### config.mk
export PLATFORM = sky130hd
export DESIGN_NAME = mem_bank_timing
export DESIGN_NICKNAME = d
export VERILOG_FILES = /design/src/rtl/mem_bank_timing.sv
export SDC_FILE = /design/constraint.sdc
export NUM_CORES = 1
export LEC_CHECK = 0
export ABC_CLOCK_PERIOD_IN_PS = 7750
export BUFFER_PORTS_ARGS = -buffer_cell sky130_fd_sc_hd__buf_2
export CELL_PAD_IN_SITES_DETAIL_PLACEMENT = 0
export CELL_PAD_IN_SITES_GLOBAL_PLACEMENT = 2
export CORE_MARGIN = 2
export CORE_UTILIZATION = 38
export DETAILED_ROUTE_END_ITERATION = 12
export PLACE_DENSITY = 0.91
export SYNTH_ARGS = -nofsm -noshare
export SYNTH_HDL_FRONTEND = slang
export SYNTH_SLANG_ARGS = --single-unit
### constraint.sdc
create_clock -name clk -period 7.75 [get_ports clk]
set_clock_uncertainty 0.2 [all_clocks]
set_input_delay 0.775 -clock clk [delete_from_list [all_inputs] [get_ports clk]]
set_output_delay 0.775 -clock clk [all_outputs]
set_load 0.005 [all_outputs]
### src/rtl/mem_bank_timing.sv
// Multi-bank DRAM command timing checker: per-bank row state, tRRD/tFAW spacing, all-bank refresh.
// Define MEM_BANK_TIMING_AUTOPRE_EN to enable RDA/WRA with automatic precharge.
module mem_bank_timing #(
   parameter int unsigned NBANKS = 8,
   parameter int unsigned CW     = 8,
   parameter int unsigned RW     = 16,
   parameter int unsigned BL     = 8
) (
   input  logic                      clk,
   input  logic                      rst,
   input  logic                      cmd_valid,
   input  logic [3:0]                cmd_op,
   input  logic [$clog2(NBANKS)-1:0] cmd_bank,
   input  logic [CW-1:0]             T_RCD,
   input  logic [CW-1:0]             T_RAS,
   input  logic [CW-1:0]             T_RP,
   input  logic [CW-1:0]             T_RTP,
   input  logic [CW-1:0]             T_WR,
   input  logic [CW-1:0]             T_CWL,
   input  logic [CW-1:0]             T_RRD,
   input  logic [CW-1:0]             T_FAW,
   input  logic [CW-1:0]             T_RFC,
   input  logic [RW-1:0]             T_REFI,
   output logic                      cmd_ok,
   output logic                      cmd_err,
   output logic [2*NBANKS-1:0]       bank_state,
   output logic                      refreshing,
   output logic                      refresh_due
);

   localparam int unsigned BW = $clog2(NBANKS);
   localparam logic [CW+1:0] SATMAX = {2'b00, {CW{1'b1}}};

   typedef enum logic [1:0] {
      IDLE        = 2'd0,
      ACTIVATING  = 2'd1,
      ACTIVE      = 2'd2,
      PRECHARGING = 2'd3
   } bank_st_t;

   typedef enum logic [3:0] {
      OP_NOP  = 4'd0,
      OP_ACT  = 4'd1,
      OP_RD   = 4'd2,
      OP_WR   = 4'd3,
      OP_PRE  = 4'd4,
      OP_PREA = 4'd5,
      OP_REF  = 4'd6,
      OP_RDA  = 4'd7,
      OP_WRA  = 4'd8
   } op_t;

   bank_st_t         st       [NBANKS];
   logic [CW-1:0]    rcd_ct   [NBANKS];
   logic [CW-1:0]    ras_ct   [NBANKS];
   logic [CW-1:0]    rp_ct    [NBANKS];
   logic [CW-1:0]    guard_ct [NBANKS];
   logic [CW-1:0]    faw_ct   [4];
   logic [CW-1:0]    rrd_ct;
   logic [CW-1:0]    rfc_ct;
   logic [RW-1:0]    refi_ct;

   logic             accept;
   logic             all_idle, prea_ready, faw_free;
   logic [1:0]       faw_sel;
   bank_st_t         b_st;
   logic             b_ready;
   logic             b_ap, any_ap;
   logic [CW+1:0]    wsum;
   logic [CW-1:0]    wr_sat;
   logic [CW-1:0]    rd_guard, wr_guard;

   function automatic logic [CW-1:0] nz(input logic [CW-1:0] t);
      return (t == '0) ? CW'(1) : t;
   endfunction

   function automatic logic [CW-1:0] dec(input logic [CW-1:0] c);
      return (c == '0) ? '0 : c - CW'(1);
   endfunction

   // Spacing counters hold the cycles left after the next edge, so a command
   // issued T cycles after its predecessor sees the counter at 0.
   function automatic logic [CW-1:0] ld(input logic [CW-1:0] t);
      return nz(t) - CW'(1);
   endfunction

   function automatic logic [CW-1:0] gmax(input logic [CW-1:0] g, input logic [CW-1:0] t);
      return (dec(g) > t) ? dec(g) : t;
   endfunction

`ifdef MEM_BANK_TIMING_AUTOPRE_EN
   logic [NBANKS-1:0] ap_pending;
   assign b_ap   = ap_pending[cmd_bank];
   assign any_ap = |ap_pending;
`else
   assign b_ap   = 1'b0;
   assign any_ap = 1'b0;
`endif

   assign accept      = cmd_valid && cmd_ok;
   assign refresh_due = (refi_ct == '0);

   always_comb begin
      bank_state = '0;
      for (int unsigned i = 0; i < NBANKS; i++)
         bank_state[2*i +: 2] = st[BW'(i)];
   end

   always_comb begin
      wsum     = (CW+2)'(nz(T_CWL)) + (CW+2)'(BL) + (CW+2)'(nz(T_WR));
      wr_sat   = (wsum > SATMAX) ? '1 : wsum[CW-1:0];
      wr_guard = wr_sat - CW'(1);
      rd_guard = ld(T_RTP);
   end

   always_comb begin
      all_idle   = 1'b1;
      prea_ready = 1'b1;
      faw_free   = 1'b0;
      faw_sel    = '0;
      for (int unsigned i = 0; i < NBANKS; i++) begin
         if (st[BW'(i)] != IDLE)
            all_idle = 1'b0;
         if (!(st[BW'(i)] == IDLE ||
               (st[BW'(i)] == ACTIVE && ras_ct[BW'(i)] == '0 && guard_ct[BW'(i)] == '0)))
            prea_ready = 1'b0;
      end
      for (int unsigned i = 0; i < 4; i++) begin
         if (faw_ct[2'(i)] == '0 && !faw_free) begin
            faw_free = 1'b1;
            faw_sel  = 2'(i);
         end
      end
   end

   always_comb begin
      b_st    = st[cmd_bank];
      b_ready = (b_st == ACTIVE) && (ras_ct[cmd_bank] == '0) && (guard_ct[cmd_bank] == '0);
      cmd_ok  = 1'b0;
      if (refreshing) begin
         cmd_ok = (cmd_op == OP_NOP);
      end else begin
         case (cmd_op)
            OP_NOP:        cmd_ok = 1'b1;
            OP_ACT:        cmd_ok = (b_st == IDLE) && (rrd_ct == '0) && faw_free && !b_ap;
            OP_RD, OP_WR:  cmd_ok = (b_st == ACTIVE) && !b_ap;
            OP_PRE:        cmd_ok = !b_ap && ((b_st == IDLE) || b_ready);
            OP_PREA:       cmd_ok = prea_ready && !any_ap;
            OP_REF:        cmd_ok = all_idle;
`ifdef MEM_BANK_TIMING_AUTOPRE_EN
            OP_RDA, OP_WRA: cmd_ok = (b_st == ACTIVE) && !b_ap;
`endif
            default:       cmd_ok = 1'b0;
         endcase
      end
   end

   always_ff @(posedge clk) begin
      if (rst) begin
         for (int unsigned i = 0; i < NBANKS; i++) begin
            st[BW'(i)]       <= IDLE;
            rcd_ct[BW'(i)]   <= '0;
            ras_ct[BW'(i)]   <= '0;
            rp_ct[BW'(i)]    <= '0;
            guard_ct[BW'(i)] <= '0;
         end
         for (int unsigned i = 0; i < 4; i++)
            faw_ct[2'(i)] <= '0;
`ifdef MEM_BANK_TIMING_AUTOPRE_EN
         ap_pending <= '0;
`endif
         rrd_ct     <= '0;
         rfc_ct     <= '0;
         refi_ct    <= T_REFI;
         refreshing <= 1'b0;
         cmd_err    <= 1'b0;
      end else begin
         cmd_err <= cmd_valid && !cmd_ok;
         refi_ct <= (refi_ct == '0) ? '0 : refi_ct - RW'(1);
         rrd_ct  <= dec(rrd_ct);
         rfc_ct  <= dec(rfc_ct);
         for (int unsigned i = 0; i < 4; i++)
            faw_ct[2'(i)] <= dec(faw_ct[2'(i)]);
         if (refreshing && rfc_ct <= CW'(1))
            refreshing <= 1'b0;

         for (int unsigned i = 0; i < NBANKS; i++) begin
            rcd_ct[BW'(i)]   <= dec(rcd_ct[BW'(i)]);
            ras_ct[BW'(i)]   <= dec(ras_ct[BW'(i)]);
            rp_ct[BW'(i)]    <= dec(rp_ct[BW'(i)]);
            guard_ct[BW'(i)] <= dec(guard_ct[BW'(i)]);
            case (st[BW'(i)])
               ACTIVATING:  if (rcd_ct[BW'(i)] <= CW'(1)) st[BW'(i)] <= ACTIVE;
               PRECHARGING: if (rp_ct[BW'(i)] <= CW'(1))  st[BW'(i)] <= IDLE;
`ifdef MEM_BANK_TIMING_AUTOPRE_EN
               ACTIVE: begin
                  if (ap_pending[BW'(i)] && ras_ct[BW'(i)] == '0 && guard_ct[BW'(i)] == '0) begin
                     st[BW'(i)]         <= PRECHARGING;
                     rp_ct[BW'(i)]      <= nz(T_RP);
                     ap_pending[BW'(i)] <= 1'b0;
                  end
               end
`endif
               default: ;
            endcase
         end

         if (accept) begin
            case (cmd_op)
               OP_ACT: begin
                  st[cmd_bank]     <= ACTIVATING;
                  rcd_ct[cmd_bank] <= nz(T_RCD);
                  ras_ct[cmd_bank] <= ld(T_RAS);
                  rrd_ct           <= ld(T_RRD);
                  faw_ct[faw_sel]  <= ld(T_FAW);
               end
               OP_RD: guard_ct[cmd_bank] <= gmax(guard_ct[cmd_bank], rd_guard);
               OP_WR: guard_ct[cmd_bank] <= gmax(guard_ct[cmd_bank], wr_guard);
               OP_PRE: begin
                  if (b_st == ACTIVE) begin
                     st[cmd_bank]    <= PRECHARGING;
                     rp_ct[cmd_bank] <= nz(T_RP);
                  end
               end
               OP_PREA: begin
                  for (int unsigned i = 0; i < NBANKS; i++) begin
                     if (st[BW'(i)] == ACTIVE) begin
                        st[BW'(i)]    <= PRECHARGING;
                        rp_ct[BW'(i)] <= nz(T_RP);
                     end
                  end
               end
               OP_REF: begin
                  refreshing <= 1'b1;
                  rfc_ct     <= nz(T_RFC);
                  refi_ct    <= T_REFI;
               end
`ifdef MEM_BANK_TIMING_AUTOPRE_EN
               OP_RDA: begin
                  guard_ct[cmd_bank]   <= gmax(guard_ct[cmd_bank], rd_guard);
                  ap_pending[cmd_bank] <= 1'b1;
               end
               OP_WRA: begin
                  guard_ct[cmd_bank]   <= gmax(guard_ct[cmd_bank], wr_guard);
                  ap_pending[cmd_bank] <= 1'b1;
               end
`endif
               default: ;
            endcase
         end
      end
   end

endmodule

==> results of run 1 <==
==> per-stage QoR <==
stage	setup WS (ns)	utilization, %	area (µm²)
finish	1.66	43.1	23700
global route	1.24	43.1	23700
CTS	1.70	43.1	23700
detailed placement	1.14	40.8	22400
global placement	1.34	40.8	22400
floorplan	1.95	-	21200
==> final timing paths <==
check | cells after the start | from | end
max reg2reg | 16 | guard_ct[5][1] | guard_ct[2][5]
min reg2reg | 1 | rrd_ct[0] | rrd_ct[0]
min | 3 | T_REFI[2] | refi_ct[2]
max | 22 | T_CWL[2] | guard_ct[2][5]
==> worst max-delay path, delay by kind of cell <==
kind	cells	cell delay, ns
multiplexers	1	0.17
AO/OA/AOI/OAI	12	3.20
AND/OR/NAND/NOR	3	0.89
adder cells (fa/ha/maj)	4	1.06
buffers and inverters	2	0.18
==> routing by layer <==
layer | vias up | share of wire, % | GRT usage (%)
met3 | 83 | 5.5 | 2.63
met1 | 8964 | 46 | 29.5
met2 | 465 | 47 | 36.2
li1 | 9062 | - | -
met4 | 0 | 2.0 | 6.10
met5 | - | 0 | 0
==> layout make-up <==
type,count,share of cell area [%]
clock buffers,62,5.17
clock inverters,7,0.322
inverters,127,2.01
multi-input cells,1990,54.8
flip-flops and latches,338,30.9
well taps,748,3.95
repair buffers,129,2.85
==> where the power goes <==
group	leakage [nW]	switching [mW]	internal (mW)	total, mW
Sequential	2.90	0.535	2.34	2.87
Combinational	6.35	2.24	1.78	4.02
Clock	0.646	0.775	1.12	1.89
Total	9.90	3.55	5.24	8.79
==> cells in the final DEF, fill, tap and decap left out, drive strengths merged, types with 10 or more instances in the layout <==
cell type | netlist | layout
o21ai | 144 | 144
nand3 | 86 | 86
nor2 | 175 | 175
clkbuf | 45 | 62
and3 | 10 | 10
or3 | 84 | 84
or4 | 30 | 30
or2 | 16 | 16
mux2 | 20 | 20
edfxtp | 56 | 56
nor4 | 68 | 68
nand2 | 384 | 384
nor3 | 86 | 86
xor2 | 106 | 106
ha | 123 | 123
inv | 127 | 129
o22ai | 42 | 42
nor2b | 11 | 11
o2111ai | 13 | 13
nand2b | 26 | 26
o31ai | 61 | 61
xnor2 | 157 | 157
a21oi | 51 | 51
a211oi | 10 | 10
nor4b | 16 | 16
conb | 1 | 48
mux4 | 10 | 10
nor3b | 25 | 25
mux2i | 55 | 55
dfxtp | 282 | 282
buf | 45 | 129
nand3b | 13 | 13
a21o | 11 | 11
==> cell families (layout without fill, tap and decap cells) <==
kind of cell | count (synthesis) | count (layout) | synth area share (%)
fa+ha+maj | 124 | 124 | 7.40
other cells | 1 | 48 | 0.0178
mux | 85 | 85 | 4.75
compound gates | 412 | 412 | 12.8
xor+xnor | 263 | 263 | 10.9
buf+inv | 217 | 325 | 4.33
simple gates | 1058 | 1058 | 24.9
flops | 338 | 338 | 34.8
==> state kept, by name, indices dropped and copies added (netlist names) <==
signal,cells
guard_ct,64
cmd_err,1
refreshing,1
rrd_ct,8
rfc_ct,8
st,16
ras_ct,64
rcd_ct,64
faw_ct,32
rp_ct,64
refi_ct,16
==> impl_metrics.json, run 1 <==
{
  "cts_hold_buf": 0,
  "synth_top_area_share_pct": 26.8,
  "cts_buffer_depth": 3,
  "ctsResizeCount": 0,
  "start_kind": "input port",
  "portBuffers": 117,
  "synth_seq_area_share_pct": 34.8,
  "ys_top_cells_by_count": "380 x nand2_1, 282 x dfxtp_1, 172 x nor2_1",
  "leakagePower_nw": 9.90,
  "hold_class": "in -> reg",
  "final_nets": 2848,
  "ant_nets": 0,
  "drv_cap": 0,
  "synth-main-ff-cell": "dfxtp_1",
  "yosysMostFrequentCell": "nand2_1",
  "drt_iter0_markers": 1412,
  "crit_type": "in -> reg",
  "nFillCells": 5424,
  "gp_congestion": 0.903,
  "worstPathRequired_ns": 7.93,
  "die_h_um": 239,
  "wl_mm": 62.6,
  "synth_edf_count": 56,
  "slew_headroom_pct": 24.3,
  "via_per_inst": 5.46,
  "antenna_cells": 0,
  "slowest_stage": "a21oi_1",
  "cts_buffers": 40,
  "cts.sinks": 338,
  "cts_tree": "built",
  "power_density_nw_per_um2": 371,
  "hpwl_mm": 45.6,
  "clk_latency_ns": 0.56,
  "synth_cell_types": 91,
  "rsz0062_at_grt": "false",
  "min_period_ns": 6.09,
  "drc": 0,
  "timing.final.max_slew_violations": 0,
  "area_growth_syn_to_layout_pct": 12.6,
  "setup_viol": 0,
  "register_area_um2": 7330,
  "yosysWarnings": 0,
  "overflow": 0,
  "dp_cells": 3332,
  "ir_drop_uv": 167,
  "grt.total_usage_pct": 21.7,
  "htreeDepth": 2,
  "hold_violations": 0,
  "antenna_found_initial": 0,
  "instances_no_fill": 3401,
  "multi_input_area_um2": 13000,
  "fin_crit_sh_pct": 78.5,
  "vias": 18574,
  "setup-tns-final_ns": 0,
  "layout-drive-gt1-share_pct": 9.65,
  "outcome": "complete, no violations",
  "grt_max_degree": 47,
  "initial_core_util_pct": 38.3,
  "grt_pass1_wl_mm": 98.7,
  "synth_area_um2": 21100,
  "end_kind": "flip-flop",
  "grt_pass1_vias": 17891,
  "ys_seq_elements": 338,
  "die_w_um": 239,
  "die_area_um2": 57300,
  "ios": 118,
  "clk_pin_slew_ns": 0.06,
  "path_cells": "buf_2, nor3_1, a21o_1, ha_1, ha_1, fa_1, a21o_1, a21oi_1, o21bai_1, a2111oi_0, a211oi_1, or2_2, or3b_2, inv_1, ha_1, o21a_1, o21a_1, o21a_1, o21ai_0, o31ai_4, a21oi_1, mux2i_1",
  "synth_top_area_cell": "dfxtp_1",
  "synth.avg_cell_area_um2": 8.43,
  "r2r_setup_slack_ns": 2.54,
  "critPathMaxFanout": 8,
  "rows": 86,
  "fmax_mhz": 164,
  "cpPeakStageDelay_ns": 0.82,
  "firstDrtPassIters": 5,
  "synth_cells": 2498,
  "root_buffer": "clkbuf_16",
  "worst_pin_slew_ns": 1.13,
  "synthArstFlopShare_pct": 0,
  "core-area_um2": 55000,
  "hold-worst-slack_ns": 0.214,
  "finalPower_mw": 8.79,
  "wl_per_cell_um": 18.4,
  "post-cts-setup-buffers": 0,
  "yosys-top-cells-area": "dfxtp_1 27%, edfxtp_1 8.0%, ha_1 7.3%",
  "cp.arrival_ns": 6.27
}
No activity file was read; power rests on OpenSTA's default activity.
==> inputs of run 2 (changes only) <==
- ABC_CLOCK_PERIOD_IN_PS: 7750 -> 5400
- CORE_UTILIZATION: 38 -> 35
- PLACE_DENSITY: 0.91 -> 0.89
- clock period: 7.75 -> 5.4 ns (I/O delays scaled with it)
==> impl_metrics.json, run 2 (synthesized netlist as in run 1, its figures left out) <==
{
  "crit_type": "in -> reg",
  "drc": 0,
  "grt_max_degree": 47,
  "timing.final.max_slew_violations": 0,
  "rows": 89,
  "dp_cells": 3420,
  "ir_drop_uv": 209,
  "worstPathRequired_ns": 5.63,
  "layout-drive-gt1-share_pct": 12.0,
  "drv_cap": 0,
  "setup-tns-final_ns": 0,
  "layout_commonest_cell": "nand2_1",
  "post-cts-setup-buffers": 0,
  "clk_latency_ns": 0.57,
  "fmax_mhz": 195,
  "whs_endpoint": "rfc_ct[4]",
  "die_w_um": 249,
  "grt_pass1_wl_mm": 101,
  "leakagePower_nw": 10.4,
  "cts_tree": "built",
  "r2r_cells": 17,
  "start_kind": "input port",
  "instances_no_fill": 3514,
  "wl_per_cell_um": 18.2,
  "final_nets": 2929,
  "rsz0062_at_grt": "false",
  "ios": 118,
  "outcome": "complete, no violations",
  "ant_nets": 0,
  "grt.total_usage_pct": 20.1,
  "cts_buffers": 42,
  "antenna_found_initial": 4,
  "die_area_um2": 62100,
  "fin_crit_sh_pct": 95.1,
  "firstDrtPassIters": 5,
  "initial_core_util_pct": 35.5,
  "cts.sinks": 338,
  "cp.arrival_ns": 5.37,
  "final_util_pct": 41.5,
  "cts_buffer_depth": 3,
  "core-area_um2": 59200,
  "hp-start": "T_RFC[4]",
  "area_growth_syn_to_layout_pct": 16.7,
  "hpwl_mm": 46.9,
  "dpl_cell_area_um2": 22900,
  "min_period_ns": 5.14,
  "stdcell_area_um2": 24600,
  "hold_class": "in -> reg",
  "critical-path-top-delay-family": "compound AO/OA/AOI/OAI gates",
  "die_h_um": 249,
  "r2r_setup_slack_ns": 0.60,
  "overflow": 0,
  "root_buffer": "clkbuf_16",
  "hold_violations": 0,
  "slowest_stage": "a221o_1",
  "end_kind": "flip-flop",
  "via_per_inst": 5.38,
  "path_cells": "buf_2, nor4_1, a21o_1, ha_1, ha_1, fa_1, a21o_1, a21oi_1, o21bai_1, a2111oi_1, a211oi_1, or2_2, or3b_2, inv_1, ha_1, o21a_1, o21a_1, o21a_1, o21ai_2, o31ai_4, a221o_1, mux2_1",
  "hold_path_depth": 3,
  "worst_pin_slew_ns": 1.13,
  "gp_congestion": 0.882,
  "setup_viol": 0,
  "htreeDepth": 2,
  "power_density_nw_per_um2": 532,
  "clk_pin_slew_ns": 0.06,
  "cpPeakStageDelay_ns": 0.51,
  "r2r-start": "guard_ct[5][1]",
  "wl_mm": 63.8,
  "vias": 18913,
  "slew_headroom_pct": 24.4,
  "layout_common_cells": "380 x nand2_1, 282 x dfxtp_1, 172 x nor2_1, 157 x xnor2_1, 135 x o21ai_0",
  "r2r-end": "guard_ct[2][4]",
  "drt_iter0_markers": 1238,
  "grt_pass1_vias": 18727,
  "critPathBufInv": 2,
  "portBuffers": 117,
  "critPathMaxFanout": 8
}
run 2: cell count changes in the layout (fill, tap and decap cells not counted), sizes merged:
cell and change:
diode +2, bufinv +4, clkbuf -1, buf +63, clkinvlp +1, dlygate4sd3 +16, clkinv +3
run 2: power by group:
group / switching, mW / leakage [nW] / internal [mW]
Combinational: 3.25 / 6.74 / 2.72
Sequential: 0.773 / 2.90 / 3.36
Clock: 1.14 / 0.718 / 1.84
run 2: through the flow:
| step | power [mW] | setup WS (ns) | hold WS, ns |
|---|---|---|---|
| after floorplan | 8.45 | 0.0170 | 0.220 |
| after global placement | 9.82 | -0.169 | 0.245 |
| after detailed placement | 10.0 | -0.293 | 0.261 |
| after CTS | 13.1 | 0.232 | 0.00355 |
| after global routing | 14.1 | 0.00789 | 0.0138 |
| final | 13.1 | 0.263 | 0.0354 |
run 2: how the worst max path moves through the flow:
stage / startpoint / to / slack [ns] / cells after the start
CTS: T_CWL[1] / guard_ct[2][7] / 0.23 / 22
finish: T_CWL[7] / guard_ct[2][4] / 0.26 / 22
detailed placement: T_CWL[1] / guard_ct[0][3] / -0.29 / 22
floorplan: T_CWL[1] / guard_ct[5][4] / 0.02 / 21
global placement: T_CWL[1] / guard_ct[0][3] / -0.17 / 22
global route: T_CWL[1] / guard_ct[2][4] / 0.008 / 22
run 2: timing repair:
| action | 4_1_cts | 5_1_grt |
|---|---|---|
| hold buffers | 16 | 0 |
| resized for setup | 0 | 3 |
| setup endpoints to repair | 0 | 24 |
| endpoints found under the hold margin | 16 | 0 |
run 2: layout make-up:
cell class	count	area, µm²
clock buffers	61	1240
repair buffers	208	1330
multi-input cells	1990	13000
well taps	773	967
clock inverters	15	219
diodes	2	5.00
fillers	5890	34700
flip-flops and latches	338	7330
inverters	127	477
run 2: routing by layer:
metal	global-route usage [%]	vias up	part of all wire, %
met5	0	-	0
met4	6.61	0	3.0
met3	2.80	111	4.7
met2	33.7	465	47
met1	26.6	9099	46
li1	-	9238	-
run 2: tightest hold or removal path, cell delays in order:
cell	delay (ns)
buf_2	0.10
nand2_1	0.05
a21oi_1	0.05
==> inputs of run 3 (changes only) <==
- CORE_ASPECT_RATIO: not set -> 0.6
- RECOVER_POWER: not set -> 50
==> impl_metrics.json, run 3 (synthesized netlist as in run 1, its figures left out) <==
{
  "rows": 69,
  "ant_nets": 0,
  "core-area_um2": 59300,
  "ios": 118,
  "grt_pass1_vias": 18149,
  "timing.final.max_slew_violations": 0,
  "hpwl_mm": 50.6,
  "ir_drop_uv": 236,
  "grt.total_usage_pct": 21.4,
  "cpPeakStageDelay_ns": 0.92,
  "firstDrtPassIters": 5,
  "outcome": "complete, no violations",
  "drc": 0,
  "wl_mm": 68.3,
  "drt_iter0_markers": 1948,
  "antenna_found_initial": 2,
  "portBuffers": 117,
  "r2r_cells": 11,
  "critical-path-top-delay-family": "simple AND/OR/NAND/NOR gates",
  "cts_buffers": 37,
  "htreeDepth": 2,
  "crit_type": "reg -> reg",
  "stdcell_area_um2": 24300,
  "cts_buffer_depth": 3,
  "grt_max_degree": 40,
  "power_density_nw_per_um2": 533,
  "hold_violations": 0,
  "vias": 19096,
  "wl_per_cell_um": 19.4,
  "cts_tree": "built",
  "gp_congestion": 0.886,
  "layout_commonest_cell": "nand2_1",
  "instances_no_fill": 3519,
  "fmax_mhz": 196,
  "worstPathRequired_ns": 5.59,
  "min_period_ns": 5.10,
  "layout_common_cells": "380 x nand2_1, 282 x dfxtp_1, 173 x nor2_1, 157 x xnor2_1, 138 x o21ai_0",
  "overflow": 0,
  "post-cts-setup-buffers": 0,
  "path_cells": "or4_1, nor4_1, o22ai_1, nor4_1, a31o_1, o2111ai_1, clkbuf_1, nor2_1, clkbuf_1, or3_1, o21ai_0",
  "root_buffer": "clkbuf_16",
  "nFillCells": 5861,
  "end_kind": "flip-flop",
  "worst_pin_slew_ns": 1.19,
  "dpl_cell_area_um2": 23000,
  "layout-drive-gt1-share_pct": 10.6,
  "via_per_inst": 5.43,
  "r2r_setup_slack_ns": 0.30,
  "finalPower_mw": 13.0,
  "leakagePower_nw": 10.2,
  "grt_pass1_wl_mm": 106,
  "die_area_um2": 62200,
  "cts.sinks": 338,
  "drv_cap": 0,
  "cp.depth": 11,
  "critPathMaxFanout": 22,
  "slew_headroom_pct": 19.8,
  "slowest_stage": "nor4_1",
  "hold-worst-slack_ns": 0.0492,
  "clk_pin_slew_ns": 0.07,
  "hold_class": "in -> reg",
  "fin_crit_sh_pct": 94.5,
  "r2r-end": "ras_ct[3][7]",
  "rsz0062_at_grt": "false",
  "start_kind": "flip-flop",
  "dp_cells": 3438,
  "area_growth_syn_to_layout_pct": 15.3,
  "cp.arrival_ns": 5.29,
  "register_area_um2": 7330,
  "endpoint": "ras_ct[3][7]",
  "final_nets": 2934,
  "die_w_um": 321,
  "setup_viol": 0,
  "r2r-start": "ras_ct[5][2]",
  "setup-tns-final_ns": 0,
  "die_h_um": 194,
  "crit_start": "ras_ct[5][2]",
  "critPathBufInv": 2,
  "multi_input_area_um2": 13000,
  "initial_core_util_pct": 35.5,
  "clk_latency_ns": 0.56
}
## run 3: cell types whose count changed in the layout (fill, tap and decap cells not counted), sizes merged
cell and change:
clkinvlp -1, diode -1, buf -22, bufinv -3, clkbuf +25, inv -1
## run 3: area by class of cell
type / instances / share of cell area (%)
Antenna cell: 1 / 0.0103
Clock buffer: 54 / 4.60
Clock inverter: 10 / 0.438
Inverter: 127 / 1.96
Multi-Input combinational cell: 1990 / 53.4
Sequential cell: 338 / 30.2
Tap cell: 781 / 4.02
Timing Repair Buffer: 218 / 5.43
## run 3: power by group
group / total, mW / leakage [nW] / internal (mW) / switching (mW)
Sequential: 4.19 / 2.90 / 3.36 / 0.838
Clock: 2.64 / 0.608 / 1.53 / 1.11
Combinational: 6.12 / 6.68 / 2.75 / 3.36
## run 3: how the worst min path moves through the flow
stage,from,to,cells past startpoint
floorplan,rrd_ct[0],rrd_ct[0],1
global placement,rrd_ct[0],rrd_ct[0],1
detailed placement,rrd_ct[0],rrd_ct[0],1
CTS,T_RFC[6],rfc_ct[6],3
global route,T_RFC[2],rfc_ct[2],3
finish,T_RFC[6],rfc_ct[6],3
## run 3: per-stage QoR
stage / utilization, % / worst slack (ns)
2_1_floorplan: - / 0.0170
3_3_place_gp: 38.8 / -0.168
4_1_cts: 41.1 / 0.303
6_report: 40.9 / 0.298
5_1_grt: 40.9 / 0.0110
3_5_place_dp: 38.8 / -0.280
## run 3: worst register-to-register path: cells and delay by family, from the launching register on
family | cells | cell delay, ns
AO/OA/AOI/OAI | 4 | 0.95
buffers and inverters | 2 | 1.22
flip-flops | 1 | 0.38
AND/OR/NAND/NOR | 5 | 2.21
## run 3: repair_timing
| item | in CTS | in global routing |
|---|---|---|
| endpoints found under the hold margin | 16 | 0 |
| setup endpoints to repair | 0 | 24 |
| hold buffers | 16 | 0 |
| resized for setup | 0 | 3 |
## run 3: routing by layer
metal / up-vias / GRT usage (%) / wire [µm]
li1: 9236 / - / -
met1: 9111 / 33.3 / 34400
met2: 676 / 30.0 / 27300
met3: 73 / 4.42 / 5540
met4: 0 / 4.10 / 980
met5: - / 0 / 0
